`src/rtl/decode_stage_if.sv`:
```
// Fetch, register-file, EX/MEM bypass and ID/EX signals of the decode stage.
interface decode_stage_if;
  logic [31:0] PC_IF_ID;
  logic [31:0] PC_add_4_IF_ID;
  logic [31:0] Inst_IF_ID;
  logic [31:0] PC_next;
  logic        IRWrite;
  logic [4:0]  rf_raddr1;
  logic [4:0]  rf_raddr2;
  logic [31:0] rf_rdata1;
  logic [31:0] rf_rdata2;
  logic        ex_regwrite;
  logic        ex_is_load;
  logic [4:0]  ex_wdest;
  logic [31:0] ex_result;
  logic        mem_regwrite;
  logic [4:0]  mem_wdest;
  logic [31:0] mem_result;
  logic [3:0]  ALUop_ID_EX;
  logic [31:0] ALUA_ID_EX;
  logic [31:0] ALUB_ID_EX;
  logic [31:0] StoreData_ID_EX;
  logic        MemEn_ID_EX;
  logic        MemWEn_ID_EX;
  logic        RegWrite_ID_EX;
  logic [4:0]  Wdest_ID_EX;

  modport master (
    output PC_IF_ID, PC_add_4_IF_ID, Inst_IF_ID, rf_rdata1, rf_rdata2,
           ex_regwrite, ex_is_load, ex_wdest, ex_result,
           mem_regwrite, mem_wdest, mem_result,
    input  PC_next, IRWrite, rf_raddr1, rf_raddr2,
           ALUop_ID_EX, ALUA_ID_EX, ALUB_ID_EX, StoreData_ID_EX,
           MemEn_ID_EX, MemWEn_ID_EX, RegWrite_ID_EX, Wdest_ID_EX
  );

  modport slave (
    input  PC_IF_ID, PC_add_4_IF_ID, Inst_IF_ID, rf_rdata1, rf_rdata2,
           ex_regwrite, ex_is_load, ex_wdest, ex_result,
           mem_regwrite, mem_wdest, mem_result,
    output PC_next, IRWrite, rf_raddr1, rf_raddr2,
           ALUop_ID_EX, ALUA_ID_EX, ALUB_ID_EX, StoreData_ID_EX,
           MemEn_ID_EX, MemWEn_ID_EX, RegWrite_ID_EX, Wdest_ID_EX
  );
endinterface

```
`src/rtl/decode_stage.sv`:
```
// MIPS ID stage: decode, EX/MEM forwarding, delay-slot branch resolution, load-use stall.
// ID/EX is registered (1 cycle); PC_next and IRWrite are combinational.
module decode_stage #(
  parameter logic [31:0] reset_addr = 32'hbfc00000
) (
  input logic           clk,
  input logic           rst,
  decode_stage_if.slave bus
);

  localparam logic [5:0] OP_SPECIAL = 6'h00;
  localparam logic [5:0] OP_J       = 6'h02;
  localparam logic [5:0] OP_JAL     = 6'h03;
  localparam logic [5:0] OP_BEQ     = 6'h04;
  localparam logic [5:0] OP_BNE     = 6'h05;
  localparam logic [5:0] OP_ADDIU   = 6'h09;
  localparam logic [5:0] OP_SLTI    = 6'h0a;
  localparam logic [5:0] OP_SLTIU   = 6'h0b;
  localparam logic [5:0] OP_ANDI    = 6'h0c;
  localparam logic [5:0] OP_ORI     = 6'h0d;
  localparam logic [5:0] OP_XORI    = 6'h0e;
  localparam logic [5:0] OP_LUI     = 6'h0f;
  localparam logic [5:0] OP_LW      = 6'h23;
  localparam logic [5:0] OP_SW      = 6'h2b;

  localparam logic [5:0] F_SLL  = 6'h00;
  localparam logic [5:0] F_SRL  = 6'h02;
  localparam logic [5:0] F_SRA  = 6'h03;
  localparam logic [5:0] F_JR   = 6'h08;
  localparam logic [5:0] F_ADDU = 6'h21;
  localparam logic [5:0] F_SUBU = 6'h23;
  localparam logic [5:0] F_AND  = 6'h24;
  localparam logic [5:0] F_OR   = 6'h25;
  localparam logic [5:0] F_XOR  = 6'h26;
  localparam logic [5:0] F_NOR  = 6'h27;
  localparam logic [5:0] F_SLT  = 6'h2a;
  localparam logic [5:0] F_SLTU = 6'h2b;

  localparam logic [3:0] ALU_AND  = 4'b0000;
  localparam logic [3:0] ALU_OR   = 4'b0001;
  localparam logic [3:0] ALU_ADD  = 4'b0010;
  localparam logic [3:0] ALU_SLTU = 4'b0011;
  localparam logic [3:0] ALU_SUB  = 4'b0110;
  localparam logic [3:0] ALU_SLT  = 4'b0111;
  localparam logic [3:0] ALU_XOR  = 4'b1000;
  localparam logic [3:0] ALU_SLL  = 4'b1001;
  localparam logic [3:0] ALU_SRL  = 4'b1010;
  localparam logic [3:0] ALU_SRA  = 4'b1011;
  localparam logic [3:0] ALU_NOR  = 4'b1100;

  logic [31:0] inst;
  logic [5:0]  opcode;
  logic [5:0]  funct;
  logic [4:0]  rs;
  logic [4:0]  rt;
  logic [4:0]  rd;
  logic [4:0]  shamt;
  logic [15:0] imm;
  logic [25:0] index;
  logic [31:0] imm_sext;
  logic [31:0] imm_zext;

  assign inst     = bus.Inst_IF_ID;
  assign opcode   = inst[31:26];
  assign rs       = inst[25:21];
  assign rt       = inst[20:16];
  assign rd       = inst[15:11];
  assign shamt    = inst[10:6];
  assign funct    = inst[5:0];
  assign imm      = inst[15:0];
  assign index    = inst[25:0];
  assign imm_sext = {{16{imm[15]}}, imm};
  assign imm_zext = {16'h0000, imm};

  assign bus.rf_raddr1 = rs;
  assign bus.rf_raddr2 = rt;

  function automatic logic [31:0] bypass(
    input logic [4:0]  r,
    input logic [31:0] rf_val,
    input logic        ex_en,
    input logic [4:0]  ex_dst,
    input logic [31:0] ex_val,
    input logic        mem_en,
    input logic [4:0]  mem_dst,
    input logic [31:0] mem_val
  );
    if (r == 5'd0)                         return 32'd0;
    else if (ex_en && (ex_dst == r))       return ex_val;
    else if (mem_en && (mem_dst == r))     return mem_val;
    else                                   return rf_val;
  endfunction

  logic [31:0] rs_val;
  logic [31:0] rt_val;

  assign rs_val = bypass(rs, bus.rf_rdata1, bus.ex_regwrite, bus.ex_wdest, bus.ex_result,
                         bus.mem_regwrite, bus.mem_wdest, bus.mem_result);
  assign rt_val = bypass(rt, bus.rf_rdata2, bus.ex_regwrite, bus.ex_wdest, bus.ex_result,
                         bus.mem_regwrite, bus.mem_wdest, bus.mem_result);

  logic [3:0]  d_op;
  logic [31:0] d_a;
  logic [31:0] d_b;
  logic [31:0] d_sd;
  logic        d_men;
  logic        d_mwen;
  logic        d_rw;
  logic [4:0]  d_wd;
  logic        use_rs;
  logic        use_rt;
  logic        r_alu;
  logic        r_shift;
  logic        i_alu;
  logic        is_beq;
  logic        is_bne;
  logic        is_j;
  logic        is_jal;
  logic        is_jr;

  always_comb begin
    d_op    = ALU_ADD;
    d_a     = 32'd0;
    d_b     = 32'd0;
    d_sd    = 32'd0;
    d_men   = 1'b0;
    d_mwen  = 1'b0;
    d_rw    = 1'b0;
    d_wd    = 5'd0;
    use_rs  = 1'b0;
    use_rt  = 1'b0;
    r_alu   = 1'b0;
    r_shift = 1'b0;
    i_alu   = 1'b0;
    is_beq  = 1'b0;
    is_bne  = 1'b0;
    is_j    = 1'b0;
    is_jal  = 1'b0;
    is_jr   = 1'b0;

    case (opcode)
      OP_SPECIAL: begin
        case (funct)
          F_ADDU: begin r_alu = 1'b1; d_op = ALU_ADD;  end
          F_SUBU: begin r_alu = 1'b1; d_op = ALU_SUB;  end
          F_AND:  begin r_alu = 1'b1; d_op = ALU_AND;  end
          F_OR:   begin r_alu = 1'b1; d_op = ALU_OR;   end
          F_XOR:  begin r_alu = 1'b1; d_op = ALU_XOR;  end
          F_NOR:  begin r_alu = 1'b1; d_op = ALU_NOR;  end
          F_SLT:  begin r_alu = 1'b1; d_op = ALU_SLT;  end
          F_SLTU: begin r_alu = 1'b1; d_op = ALU_SLTU; end
          F_SLL:  begin r_shift = 1'b1; d_op = ALU_SLL; end
          F_SRL:  begin r_shift = 1'b1; d_op = ALU_SRL; end
          F_SRA:  begin r_shift = 1'b1; d_op = ALU_SRA; end
          F_JR:   begin is_jr = 1'b1; use_rs = 1'b1; end
          default: ;
        endcase
        // The all-zero word is the IF/ID reset value; it must stay a pure bubble.
        if (inst == 32'd0) begin
          r_shift = 1'b0;
          d_op    = ALU_ADD;
        end
        if (r_alu) begin
          use_rs = 1'b1;
          use_rt = 1'b1;
          d_a    = rs_val;
          d_b    = rt_val;
          d_rw   = 1'b1;
          d_wd   = rd;
        end
        if (r_shift) begin
          use_rt = 1'b1;
          d_a    = {27'd0, shamt};
          d_b    = rt_val;
          d_rw   = 1'b1;
          d_wd   = rd;
        end
      end
      OP_ADDIU: begin i_alu = 1'b1; d_op = ALU_ADD;  d_b = imm_sext; end
      OP_SLTI:  begin i_alu = 1'b1; d_op = ALU_SLT;  d_b = imm_sext; end
      OP_SLTIU: begin i_alu = 1'b1; d_op = ALU_SLTU; d_b = imm_sext; end
      OP_ANDI:  begin i_alu = 1'b1; d_op = ALU_AND;  d_b = imm_zext; end
      OP_ORI:   begin i_alu = 1'b1; d_op = ALU_OR;   d_b = imm_zext; end
      OP_XORI:  begin i_alu = 1'b1; d_op = ALU_XOR;  d_b = imm_zext; end
      OP_LUI: begin
        d_b  = {imm, 16'h0000};
        d_rw = 1'b1;
        d_wd = rt;
      end
      OP_LW: begin
        use_rs = 1'b1;
        d_a    = rs_val;
        d_b    = imm_sext;
        d_men  = 1'b1;
        d_rw   = 1'b1;
        d_wd   = rt;
      end
      OP_SW: begin
        use_rs = 1'b1;
        use_rt = 1'b1;
        d_a    = rs_val;
        d_b    = imm_sext;
        d_sd   = rt_val;
        d_men  = 1'b1;
        d_mwen = 1'b1;
      end
      OP_BEQ: begin is_beq = 1'b1; use_rs = 1'b1; use_rt = 1'b1; end
      OP_BNE: begin is_bne = 1'b1; use_rs = 1'b1; use_rt = 1'b1; end
      OP_J:   is_j = 1'b1;
      OP_JAL: begin
        is_jal = 1'b1;
        d_a    = bus.PC_IF_ID + 32'd8;
        d_rw   = 1'b1;
        d_wd   = 5'd31;
      end
      default: ;
    endcase

    if (i_alu) begin
      use_rs = 1'b1;
      d_a    = rs_val;
      d_rw   = 1'b1;
      d_wd   = rt;
    end
  end

  logic        hazard;
  logic        taken;
  logic [31:0] target;
  logic [31:0] br_off;

  assign hazard = bus.ex_is_load && (bus.ex_wdest != 5'd0) &&
                  ((use_rs && (bus.ex_wdest == rs)) || (use_rt && (bus.ex_wdest == rt)));

  assign br_off = {{14{imm[15]}}, imm, 2'b00};
  assign taken  = (is_beq && (rs_val == rt_val)) || (is_bne && (rs_val != rt_val)) ||
                  is_j || is_jal || is_jr;

  always_comb begin
    target = bus.PC_add_4_IF_ID + br_off;
    if (is_jr)
      target = rs_val;
    else if (is_j || is_jal)
      target = {bus.PC_add_4_IF_ID[31:28], index, 2'b00};
  end

  logic        boot_r;
  logic        br_pend_r;
  logic [31:0] br_target_r;

  assign bus.IRWrite = rst || !hazard;
  assign bus.PC_next = (rst || boot_r) ? reset_addr :
                       br_pend_r       ? br_target_r : bus.PC_add_4_IF_ID;

  logic [3:0]  alu_op_r;
  logic [31:0] alu_a_r;
  logic [31:0] alu_b_r;
  logic [31:0] store_r;
  logic        men_r;
  logic        mwen_r;
  logic        rw_r;
  logic [4:0]  wd_r;

  always_ff @(posedge clk) begin
    if (rst) begin
      boot_r      <= 1'b1;
      br_pend_r   <= 1'b0;
      br_target_r <= 32'd0;
      alu_op_r    <= ALU_ADD;
      alu_a_r     <= 32'd0;
      alu_b_r     <= 32'd0;
      store_r     <= 32'd0;
      men_r       <= 1'b0;
      mwen_r      <= 1'b0;
      rw_r        <= 1'b0;
      wd_r        <= 5'd0;
    end else if (hazard) begin
      // Stall: fetch-side state holds, ID/EX takes a bubble.
      alu_op_r <= ALU_ADD;
      alu_a_r  <= 32'd0;
      alu_b_r  <= 32'd0;
      store_r  <= 32'd0;
      men_r    <= 1'b0;
      mwen_r   <= 1'b0;
      rw_r     <= 1'b0;
      wd_r     <= 5'd0;
    end else begin
      boot_r    <= 1'b0;
      br_pend_r <= taken;
      if (taken)
        br_target_r <= target;
      alu_op_r <= d_op;
      alu_a_r  <= d_a;
      alu_b_r  <= d_b;
      store_r  <= d_sd;
      men_r    <= d_men;
      mwen_r   <= d_mwen;
      rw_r     <= d_rw;
      wd_r     <= d_wd;
    end
  end

  assign bus.ALUop_ID_EX     = alu_op_r;
  assign bus.ALUA_ID_EX      = alu_a_r;
  assign bus.ALUB_ID_EX      = alu_b_r;
  assign bus.StoreData_ID_EX = store_r;
  assign bus.MemEn_ID_EX     = men_r;
  assign bus.MemWEn_ID_EX    = mwen_r;
  assign bus.RegWrite_ID_EX  = rw_r;
  assign bus.Wdest_ID_EX     = wd_r;

endmodule

```
`src/flat_wrapper.sv`:
```
// flat-port wrapper written by rule: the top's interface ports become plain ports
module decode_stage_flat 
#(
  parameter logic [31:0] reset_addr = 32'hbfc00000
)
  (clk, rst, bus_PC_IF_ID, bus_PC_add_4_IF_ID, bus_Inst_IF_ID, bus_rf_rdata1, bus_rf_rdata2, bus_ex_regwrite, bus_ex_is_load, bus_ex_wdest, bus_ex_result, bus_mem_regwrite, bus_mem_wdest, bus_mem_result, bus_PC_next, bus_IRWrite, bus_rf_raddr1, bus_rf_raddr2, bus_ALUop_ID_EX, bus_ALUA_ID_EX, bus_ALUB_ID_EX, bus_StoreData_ID_EX, bus_MemEn_ID_EX, bus_MemWEn_ID_EX, bus_RegWrite_ID_EX, bus_Wdest_ID_EX);
  decode_stage_if bus_i ();
  input logic clk;
  input logic rst;
  input wire logic [$bits(bus_i.PC_IF_ID)-1:0] bus_PC_IF_ID;
  input wire logic [$bits(bus_i.PC_add_4_IF_ID)-1:0] bus_PC_add_4_IF_ID;
  input wire logic [$bits(bus_i.Inst_IF_ID)-1:0] bus_Inst_IF_ID;
  input wire logic [$bits(bus_i.rf_rdata1)-1:0] bus_rf_rdata1;
  input wire logic [$bits(bus_i.rf_rdata2)-1:0] bus_rf_rdata2;
  input wire logic [$bits(bus_i.ex_regwrite)-1:0] bus_ex_regwrite;
  input wire logic [$bits(bus_i.ex_is_load)-1:0] bus_ex_is_load;
  input wire logic [$bits(bus_i.ex_wdest)-1:0] bus_ex_wdest;
  input wire logic [$bits(bus_i.ex_result)-1:0] bus_ex_result;
  input wire logic [$bits(bus_i.mem_regwrite)-1:0] bus_mem_regwrite;
  input wire logic [$bits(bus_i.mem_wdest)-1:0] bus_mem_wdest;
  input wire logic [$bits(bus_i.mem_result)-1:0] bus_mem_result;
  output wire logic [$bits(bus_i.PC_next)-1:0] bus_PC_next;
  output wire logic [$bits(bus_i.IRWrite)-1:0] bus_IRWrite;
  output wire logic [$bits(bus_i.rf_raddr1)-1:0] bus_rf_raddr1;
  output wire logic [$bits(bus_i.rf_raddr2)-1:0] bus_rf_raddr2;
  output wire logic [$bits(bus_i.ALUop_ID_EX)-1:0] bus_ALUop_ID_EX;
  output wire logic [$bits(bus_i.ALUA_ID_EX)-1:0] bus_ALUA_ID_EX;
  output wire logic [$bits(bus_i.ALUB_ID_EX)-1:0] bus_ALUB_ID_EX;
  output wire logic [$bits(bus_i.StoreData_ID_EX)-1:0] bus_StoreData_ID_EX;
  output wire logic [$bits(bus_i.MemEn_ID_EX)-1:0] bus_MemEn_ID_EX;
  output wire logic [$bits(bus_i.MemWEn_ID_EX)-1:0] bus_MemWEn_ID_EX;
  output wire logic [$bits(bus_i.RegWrite_ID_EX)-1:0] bus_RegWrite_ID_EX;
  output wire logic [$bits(bus_i.Wdest_ID_EX)-1:0] bus_Wdest_ID_EX;
  assign bus_i.PC_IF_ID = bus_PC_IF_ID;
  assign bus_i.PC_add_4_IF_ID = bus_PC_add_4_IF_ID;
  assign bus_i.Inst_IF_ID = bus_Inst_IF_ID;
  assign bus_i.rf_rdata1 = bus_rf_rdata1;
  assign bus_i.rf_rdata2 = bus_rf_rdata2;
  assign bus_i.ex_regwrite = bus_ex_regwrite;
  assign bus_i.ex_is_load = bus_ex_is_load;
  assign bus_i.ex_wdest = bus_ex_wdest;
  assign bus_i.ex_result = bus_ex_result;
  assign bus_i.mem_regwrite = bus_mem_regwrite;
  assign bus_i.mem_wdest = bus_mem_wdest;
  assign bus_i.mem_result = bus_mem_result;
  assign bus_PC_next = bus_i.PC_next;
  assign bus_IRWrite = bus_i.IRWrite;
  assign bus_rf_raddr1 = bus_i.rf_raddr1;
  assign bus_rf_raddr2 = bus_i.rf_raddr2;
  assign bus_ALUop_ID_EX = bus_i.ALUop_ID_EX;
  assign bus_ALUA_ID_EX = bus_i.ALUA_ID_EX;
  assign bus_ALUB_ID_EX = bus_i.ALUB_ID_EX;
  assign bus_StoreData_ID_EX = bus_i.StoreData_ID_EX;
  assign bus_MemEn_ID_EX = bus_i.MemEn_ID_EX;
  assign bus_MemWEn_ID_EX = bus_i.MemWEn_ID_EX;
  assign bus_RegWrite_ID_EX = bus_i.RegWrite_ID_EX;
  assign bus_Wdest_ID_EX = bus_i.Wdest_ID_EX;
  decode_stage #(.reset_addr(reset_addr)) u_core (.clk(clk), .rst(rst), .bus(bus_i));
endmodule
```
`config.mk`:
```
export PLATFORM = sky130hd
export DESIGN_NAME = decode_stage_flat
export DESIGN_NICKNAME = d
export VERILOG_FILES = /design/src/rtl/decode_stage_if.sv /design/src/rtl/decode_stage.sv /design/src/flat_wrapper.sv
export SDC_FILE = /design/constraint.sdc
export NUM_CORES = 1
export LEC_CHECK = 0
export CAP_MARGIN = 5
export CORE_MARGIN = 5
export CORE_UTILIZATION = 40
export DETAILED_ROUTE_END_ITERATION = 6
export HOLD_SLACK_MARGIN = 0.08
export PLACE_DENSITY = 0.72
export SKIP_CTS_REPAIR_TIMING = 1
export SLEW_MARGIN = 20
export SYNTH_ARGS = -nofsm -noshare
export SYNTH_HDL_FRONTEND = slang
export SYNTH_SLANG_ARGS = --single-unit
```
`constraint.sdc`:
```
create_clock -name clk -period 11.35 [get_ports clk]
set_input_delay 2.27 -clock clk [delete_from_list [all_inputs] [get_ports clk]]
set_output_delay 2.27 -clock clk [all_outputs]
set_load 0.005 [all_outputs]
```
# --- Word-level counts from Yosys, hierarchy flattened ---
# Index checks and enable logic that the tools add are counted.
# Widths: inputs -> output; s select.
op_classes:
  addsub: 2
  n_mul: 0
  n_div: 0
  order_cmp: 0
  eq_ne: 30
  shift: 0
  muxes: 46
  bitwise: 2
  n_reduce_logical: 38
ops:
  columns: ["cell", "n"]
  rows:
  - ["$mux 32", 15]
  - ["$pmux 32 s4", 1]
  - ["$pmux 32 s3", 1]
  - ["$eq 6x6->1 const B", 10]
  - ["$eq 6x4->1 const B", 8]
  - ["$pmux 4 s10", 1]
  - ["$add 32x32->32", 1]
  - ["$add 32x4->32 const B", 1]
  - ["$eq 32x32->1", 1]
  - ["$logic_not 32->1", 1]
  - ["$ne 32x32->1", 1]
  - ["$eq 6x2->1 const B", 4]
  - ["$pmux 4 s6", 1]
  - ["$eq 5x5->1", 4]
  - ["$mux 1", 19]
  - ["$mux 5", 3]
  - ["$pmux 5 s3", 1]
  - ["$reduce_or 3->1", 5]
  - ["$eq 6x3->1 const B", 2]
  - ["$logic_not 6->1", 2]
  - ["$logic_and 1x1->1", 10]
  - ["$logic_not 5->1", 2]
  - ["$logic_or 1x1->1", 8]
  - ["$reduce_or 8->1", 1]
  - ["10 further kinds", 15]
word_totals:
  ff_bits: 142
  latch_bits: 0
  mem_bits_rw: 0
  rom_bits: 0
  input_bits: 239
  elab_cells: 129
  memories: 0

# --- Longest topological paths before layout ---
depth:
  ltp_word: 12
  ltp_mapped: 15
  ltp_nobuf: 13

# --- Worst setup path after synthesis ---
# OpenSTA, ideal clock, no wires.
synth_timing:
  path_type: "input -> output"
  start: "input bus_Inst_IF_ID[30]"
  end: "output bus_IRWrite"
  arrival_ns: 4.256
  t_required_ns: 9.080
  path_slack_ns: 4.824
  cell_stages: 8
  path_buffers: 1
  cell_sequence: "clkbuf_1 -> nor2_1 -> nand2_1 -> nor4_1 -> nand3_1 -> a311o_1 -> a21oi_1 -> nand2_1"
synth_via:
  elab_chain_len: 10
  elab_cells_between_ends: 28
  cone_classes: "eq/ne (10); mux (7); reduce/logical (11)"
synth_rtl:
  columns: ["item", "line_no", "rtl"]
  rows:
  - ["start, declared", "flat_wrapper.sv:12", "input wire logic [$bits(bus_i.Inst_IF_ID)-1:0] bus_Inst_IF_ID;"]
  - ["$logic_not 32->1", "decode_stage.sv:159", "if (inst == 32'd0) begin"]
  - ["$mux 1", "decode_stage.sv:159", null]
  - ["$mux 1", "decode_stage.sv:141", "case (opcode)"]
  - ["$mux 1", "decode_stage.sv:171", "if (r_shift) begin"]
  - ["$pmux 1 s2", "decode_stage.sv:141", null]
  - ["$logic_and 1x1->1", "decode_stage.sv:233", "((use_rs && (bus.ex_wdest == rs)) || (use_rt && (bus.ex_wdest == rt)));"]
  - ["$logic_or 1x1->1 (*)", "decode_stage.sv:233", null]
  - ["$logic_and 1x1->1 (*)", "decode_stage.sv:232", "assign hazard = bus.ex_is_load && (bus.ex_wdest != 5'd0) &&"]
  - ["$logic_not 1->1 (*)", "decode_stage.sv:251", "assign bus.IRWrite = rst || !hazard;"]
  - ["$logic_or 1x1->1 (*)", "decode_stage.sv:251", null]
  - ["end, declared", "flat_wrapper.sv:23", "output wire logic [$bits(bus_i.IRWrite)-1:0] bus_IRWrite;"]
# Mark *: on every way between the ends. The rest lies on a longest branch, timed or not. The select of a mux whose other input is x is not followed.

# --- Worst setup path in the final report ---
layout_timing:
  start: "input bus_Inst_IF_ID[5]"
  end: "output bus_IRWrite"
layout_via:
  elab_chain_len: 12
  elab_cells_between_ends: 33
  cone_classes: "eq/ne (11); mux (12); reduce/logical (10)"
layout_rtl:
  columns: ["item", "line_no", "rtl"]
  rows:
  - ["$eq 6x6->1, or another cell as far along", "decode_stage.sv:143", "case (funct)"]
  - ["$reduce_or 8->1 (no source line) or $reduce_or 3->1 (tied branches)", null, null]
  - ["$mux 1", "decode_stage.sv:143", null]
  - ["$mux 1, on equally long branches", "decode_stage.sv:141, decode_stage.sv:159", null]
  - ["$mux 1, on equally long branches", "decode_stage.sv:163, decode_stage.sv:141", null]
  - ["$pmux 1 s2 or $mux 1 (tied branches)", "decode_stage.sv:141, decode_stage.sv:171", null]
  - ["$mux 1 or $pmux 1 s2 (tied branches)", "decode_stage.sv:219, decode_stage.sv:141", null]
  - ["$logic_and 1x1->1", "decode_stage.sv:233", null]
  - ["$logic_or 1x1->1 (*)", "decode_stage.sv:233", null]
  - ["$logic_and 1x1->1 (*)", "decode_stage.sv:232", null]
  - ["$logic_not 1->1 (*)", "decode_stage.sv:251", null]
  - ["$logic_or 1x1->1 (*)", "decode_stage.sv:251", null]
# Marks and branches as above.

==> summary.md <==
The run finished, with violations left. The checks that failed: DRC. The maximum fanout encountered on the critical timing path was 39.

The top cell type by area accounts for 25.7% of the synthesized area. After detailed routing, the number of vias per cell comes to 6.25. The tools report the placement row count as 61. In this run, the number of DRC markers left after iteration 0 of detailed routing was 2186. After Yosys synthesis, and, or, nand and nor cells account for 26.7% of the synthesized area.

The effective utilization at floorplan came out at 40.2%. The HPWL reported at the end of detailed placement came out at 41.8 mm. The library cell used most frequently in the layout, excluding fill and tap cells, is sky130_fd_sc_hd__clkdlybuf4s50_1.

The first global-routing pass estimated 81.3 mm of wire. Remaining routing DRC violations: 20. The area growth from synthesis to layout is 42.2%.

For flop-to-flop paths, the worst setup slack is 10.00 ns. The share of final-layout standard cells stronger than drive strength 1 came out at 5.95%. The core region is 0.0276 sq mm. Once detail routing completed, the nets flagged for antenna violations numbered 0. Entering global routing, the biggest net connects 75 pins. The synthesized netlist devotes 7.91% of its cell area to XOR and XNOR gates. The run gives 0 as the overall overflow remaining after global route. Pin placement for this block handled 390 I/O pins.

The headroom to the max-slew limit came out at 18.9%. The sequential cell area fraction in the yosys report was 25.7%; the number of buffers inserted during clock tree synthesis was 17. Reg-to-reg startpoint: u_core.br_pend_r$_SDFFE_PP0N_. The smallest clock period supported by the final layout is computed as 8.78 ns. The root buffer cell chosen for the clock tree is sky130_fd_sc_hd__clkbuf_16. Multiplexer cells account for 6.18% of the synthesized area. The synthesized netlist contains 70 unique library cells. The run gives 0.43 ns as the insertion delay to the later sink of the worst-skew pair. For the max-slew violation count, the log shows 0. After synthesis the netlist holds a flip-flop and latch count of 142. The placed cell area is 0.0151 sq mm. Total of buffers placed on input and output ports: 389. The width of the die works out to 176 um.

Dividing total power by cell area gives a power density of 100 mW/mm^2. The floorplan step defined a die boundary enclosing 0.0311 sq mm. The final worst-path cycle share was 77.4%. Sorting the synthesized cells by area gives the leading types as sky130_fd_sc_hd__dfxtp_1 26%, sky130_fd_sc_hd__nor2_1 5.1%, sky130_fd_sc_hd__mux2i_1 4.8%, sky130_fd_sc_hd__xnor2_1 4.7%, sky130_fd_sc_hd__o21ai_0 4.7%.

The setup path with the least slack is of type primary input to output port. The data required time of the critical path came out at 9.08 ns. Setup violations remaining at the end of the flow were counted as 0. The final layout contains 2022 nets. Summed over all cells, the static leakage comes to 5.66 nW.

The hold violation total from the final report was 0. The cell count after synthesis came out at 1451. At the end of the flow the core is filled with cells to 57.1%. Setup repair after global routing left no endpoint under its margin.

End of the critical path: bus_IRWrite. Clock skew on the completed layout was measured at 0 ns. The critical path capture point type was an output port. A synthesized cell averages 7.63 sq um. Timing would allow up to 0.114 GHz.

Clock-pin slew was measured on the worst setup and hold paths at 0.07 ns. Counting along the longest clock path gives a buffer depth of 2. The H-tree generated during clock tree synthesis spans 4 levels.

In the global route stage, overall resource usage came out at 34.2%. The tools report the reported max-cap violation count as 0. The total wirelength of the detailed-routed design is 55.9 mm. The biggest area contributor in the post-synthesis netlist is sky130_fd_sc_hd__dfxtp_1. For the via total after detailed routing, the log shows 13422. After synthesis, the largest family of logic cells by area is simple AND/OR/NAND/NOR gates. The accumulated negative setup slack came out at 0 ns. The critical path starts at bus_Inst_IF_ID[5].

For the pin with the worst max-slew slack, the measured transition is 1.21 ns. The die is 176 um tall. Worst hold path class: register to register. The logs give 5 for the number of antenna violations at the first check in global routing and 12968 for the number of global-route vias before repair. TritonCTS built the clock tree. With fillers left out, the area of the finished cells amounts to 0.0157 sq mm.

Summing every instance area after synthesis gives 0.0111 sq mm. The worst-case vdd ir drop was 76.3 uV. In this run, synthesis inferred 0 flip-flops with an integrated enable.

Synthesized netlist net count: 1721. The reg-to-reg critical path endpoint is u_core.br_pend_r$_SDFFE_PP0N_. The per-cell routed wire length works out to 26.0 um.

The Yosys step of the flow raised 0 warnings. The worst setup path is launched from a primary input. The most used flip-flop cell after synthesis is sky130_fd_sc_hd__dfxtp_1.

For the number of iterations in the first detailed-routing pass, the log shows 7. STA puts the critical path data arrival time at 6.51 ns. Counting the fill cells in the layout gives 2560. The logs give 142 for the clock sink count and 1.58 mW for the post-route total power.

Of the total synthesized cell area, the portion taken by full adders, half adders and majority gates is 3.57%. In the layout the commonest cells are 389 x sky130_fd_sc_hd__clkdlybuf4s50_1, 149 x sky130_fd_sc_hd__nor2_1, 141 x sky130_fd_sc_hd__dfxtp_1, 104 x sky130_fd_sc_hd__o21ai_0, 88 x sky130_fd_sc_hd__nand2_1. The post-synthesis async set-or-reset flop share came out at 0%. The compound-gate portion of the synthesized area was 23.9%. Routability-driven placement finished with a final weighted congestion of 0.960. The depth of the worst register-to-register path is 2.
## layout make-up
| class | count | area [sq um] | area share, % |
|---|---|---|---|
| antenna | 5 | 12.5 | 0.0795 |
| tap | 378 | 473 | 3.00 |
| multi-input combinational | 1158 | 7660 | 48.6 |
| inverter | 13 | 48.8 | 0.310 |
| timing repair buffer | 420 | 4130 | 26.2 |
| clock buffer | 18 | 439 | 2.79 |
| sequential | 142 | 2840 | 18.1 |
| clock inverter | 14 | 141 | 0.898 |
## state kept, by name, indices dropped and copies added, names as in the netlist
register,cells
u_core.bus.MemWEn_ID_EX,1
u_core.bus.ALUop_ID_EX,4
u_core.bus.ALUA_ID_EX,32
u_core.boot_r,1
u_core.bus.Wdest_ID_EX,5
u_core.br_target_r,32
u_core.bus.ALUB_ID_EX,32
u_core.bus.StoreData_ID_EX,32
u_core.bus.RegWrite_ID_EX,1
u_core.bus.MemEn_ID_EX,1
u_core.br_pend_r,1
## report_power, final
part,switching (mW),total [mW],internal [mW]
combinational,0.277,0.493,0.216
clock,0.271,0.570,0.299
sequential,0.00571,0.514,0.509
total,0.553,1.58,1.02
## cells in the mapped netlist (17+ instances only)
library cell / n
sky130_fd_sc_hd__a311oi_1: 49
sky130_fd_sc_hd__clkbuf_1: 96
sky130_fd_sc_hd__nand2b_1: 32
sky130_fd_sc_hd__nand4b_1: 34
sky130_fd_sc_hd__xnor2_1: 60
sky130_fd_sc_hd__nor2b_1: 20
sky130_fd_sc_hd__nor2_1: 150
sky130_fd_sc_hd__nand3_1: 65
sky130_fd_sc_hd__o31ai_1: 20
sky130_fd_sc_hd__nand2_1: 88
sky130_fd_sc_hd__a21oi_1: 45
sky130_fd_sc_hd__o21ai_0: 104
sky130_fd_sc_hd__xor2_1: 40
sky130_fd_sc_hd__mux2i_1: 53
sky130_fd_sc_hd__ha_1: 30
sky130_fd_sc_hd__dfxtp_1: 142
sky130_fd_sc_hd__a31oi_1: 26
sky130_fd_sc_hd__a22oi_1: 44
sky130_fd_sc_hd__nand4_1: 17
sky130_fd_sc_hd__nor3_1: 73
sky130_fd_sc_hd__and3_1: 44
sky130_fd_sc_hd__o211ai_1: 24
## kinds of logic (layout without fill, tap and decap cells)
logic type	count (synthesis)	count (layout)
compound gates	389	389
flops	142	142
buf+inv	151	465
other cells	0	5
simple gates	574	574
fa+ha+maj	31	31
xor+xnor	100	100
mux	64	64
## worst min-delay path by stage
stage,end,start,depth (start not counted),slack [ns]
after floorplan,u_core.br_target_r[11]$_SDFFE_PP0P_,u_core.br_target_r[11]$_SDFFE_PP0P_,2,0.44
after global placement,u_core.br_target_r[11]$_SDFFE_PP0P_,u_core.br_target_r[11]$_SDFFE_PP0P_,2,0.45
after detailed placement,u_core.br_target_r[20]$_SDFFE_PP0P_,u_core.br_target_r[20]$_SDFFE_PP0P_,2,0.46
after CTS,u_core.br_target_r[20]$_SDFFE_PP0P_,u_core.br_target_r[20]$_SDFFE_PP0P_,2,0.47
after global routing,u_core.br_target_r[11]$_SDFFE_PP0P_,u_core.br_target_r[11]$_SDFFE_PP0P_,2,0.49
final,u_core.br_target_r[11]$_SDFFE_PP0P_,u_core.br_target_r[11]$_SDFFE_PP0P_,2,0.46
## critical path, cell delays in order
cell	delay (ns)
sky130_fd_sc_hd__clkdlybuf4s50_1	0.92
sky130_fd_sc_hd__nor4_1	0.21
sky130_fd_sc_hd__nor3b_1	0.21
sky130_fd_sc_hd__a311oi_1	0.85
sky130_fd_sc_hd__a31o_2	0.72
sky130_fd_sc_hd__o21ai_0	0.21
sky130_fd_sc_hd__a21oi_1	0.41
sky130_fd_sc_hd__nand2_1	0.18
sky130_fd_sc_hd__clkdlybuf4s50_1	0.51
## per-stage QoR
step / cells / hold slack [ns] / worst slack, ns
6_report: 2148 / 0.462 / 2.57
5_1_grt: 2147 / 0.492 / 2.26
4_1_cts: 2143 / 0.468 / 2.71
3_5_place_dp: 2111 / 0.458 / 2.73
3_3_place_gp: 2111 / 0.449 / 2.92
2_1_floorplan: 1451 / 0.438 / 4.82
## routing by layer
layer	wire length [um]	track usage, %	share of wire [%]	up-vias
met5	61	0	0.11	-
met4	2640	14.9	4.7	4
met3	7310	11.4	13	185
met2	24500	53.1	44	1004
met1	21400	43.4	38	6212
li1	-	-	-	6017
(Power assumes the default switching activity.)
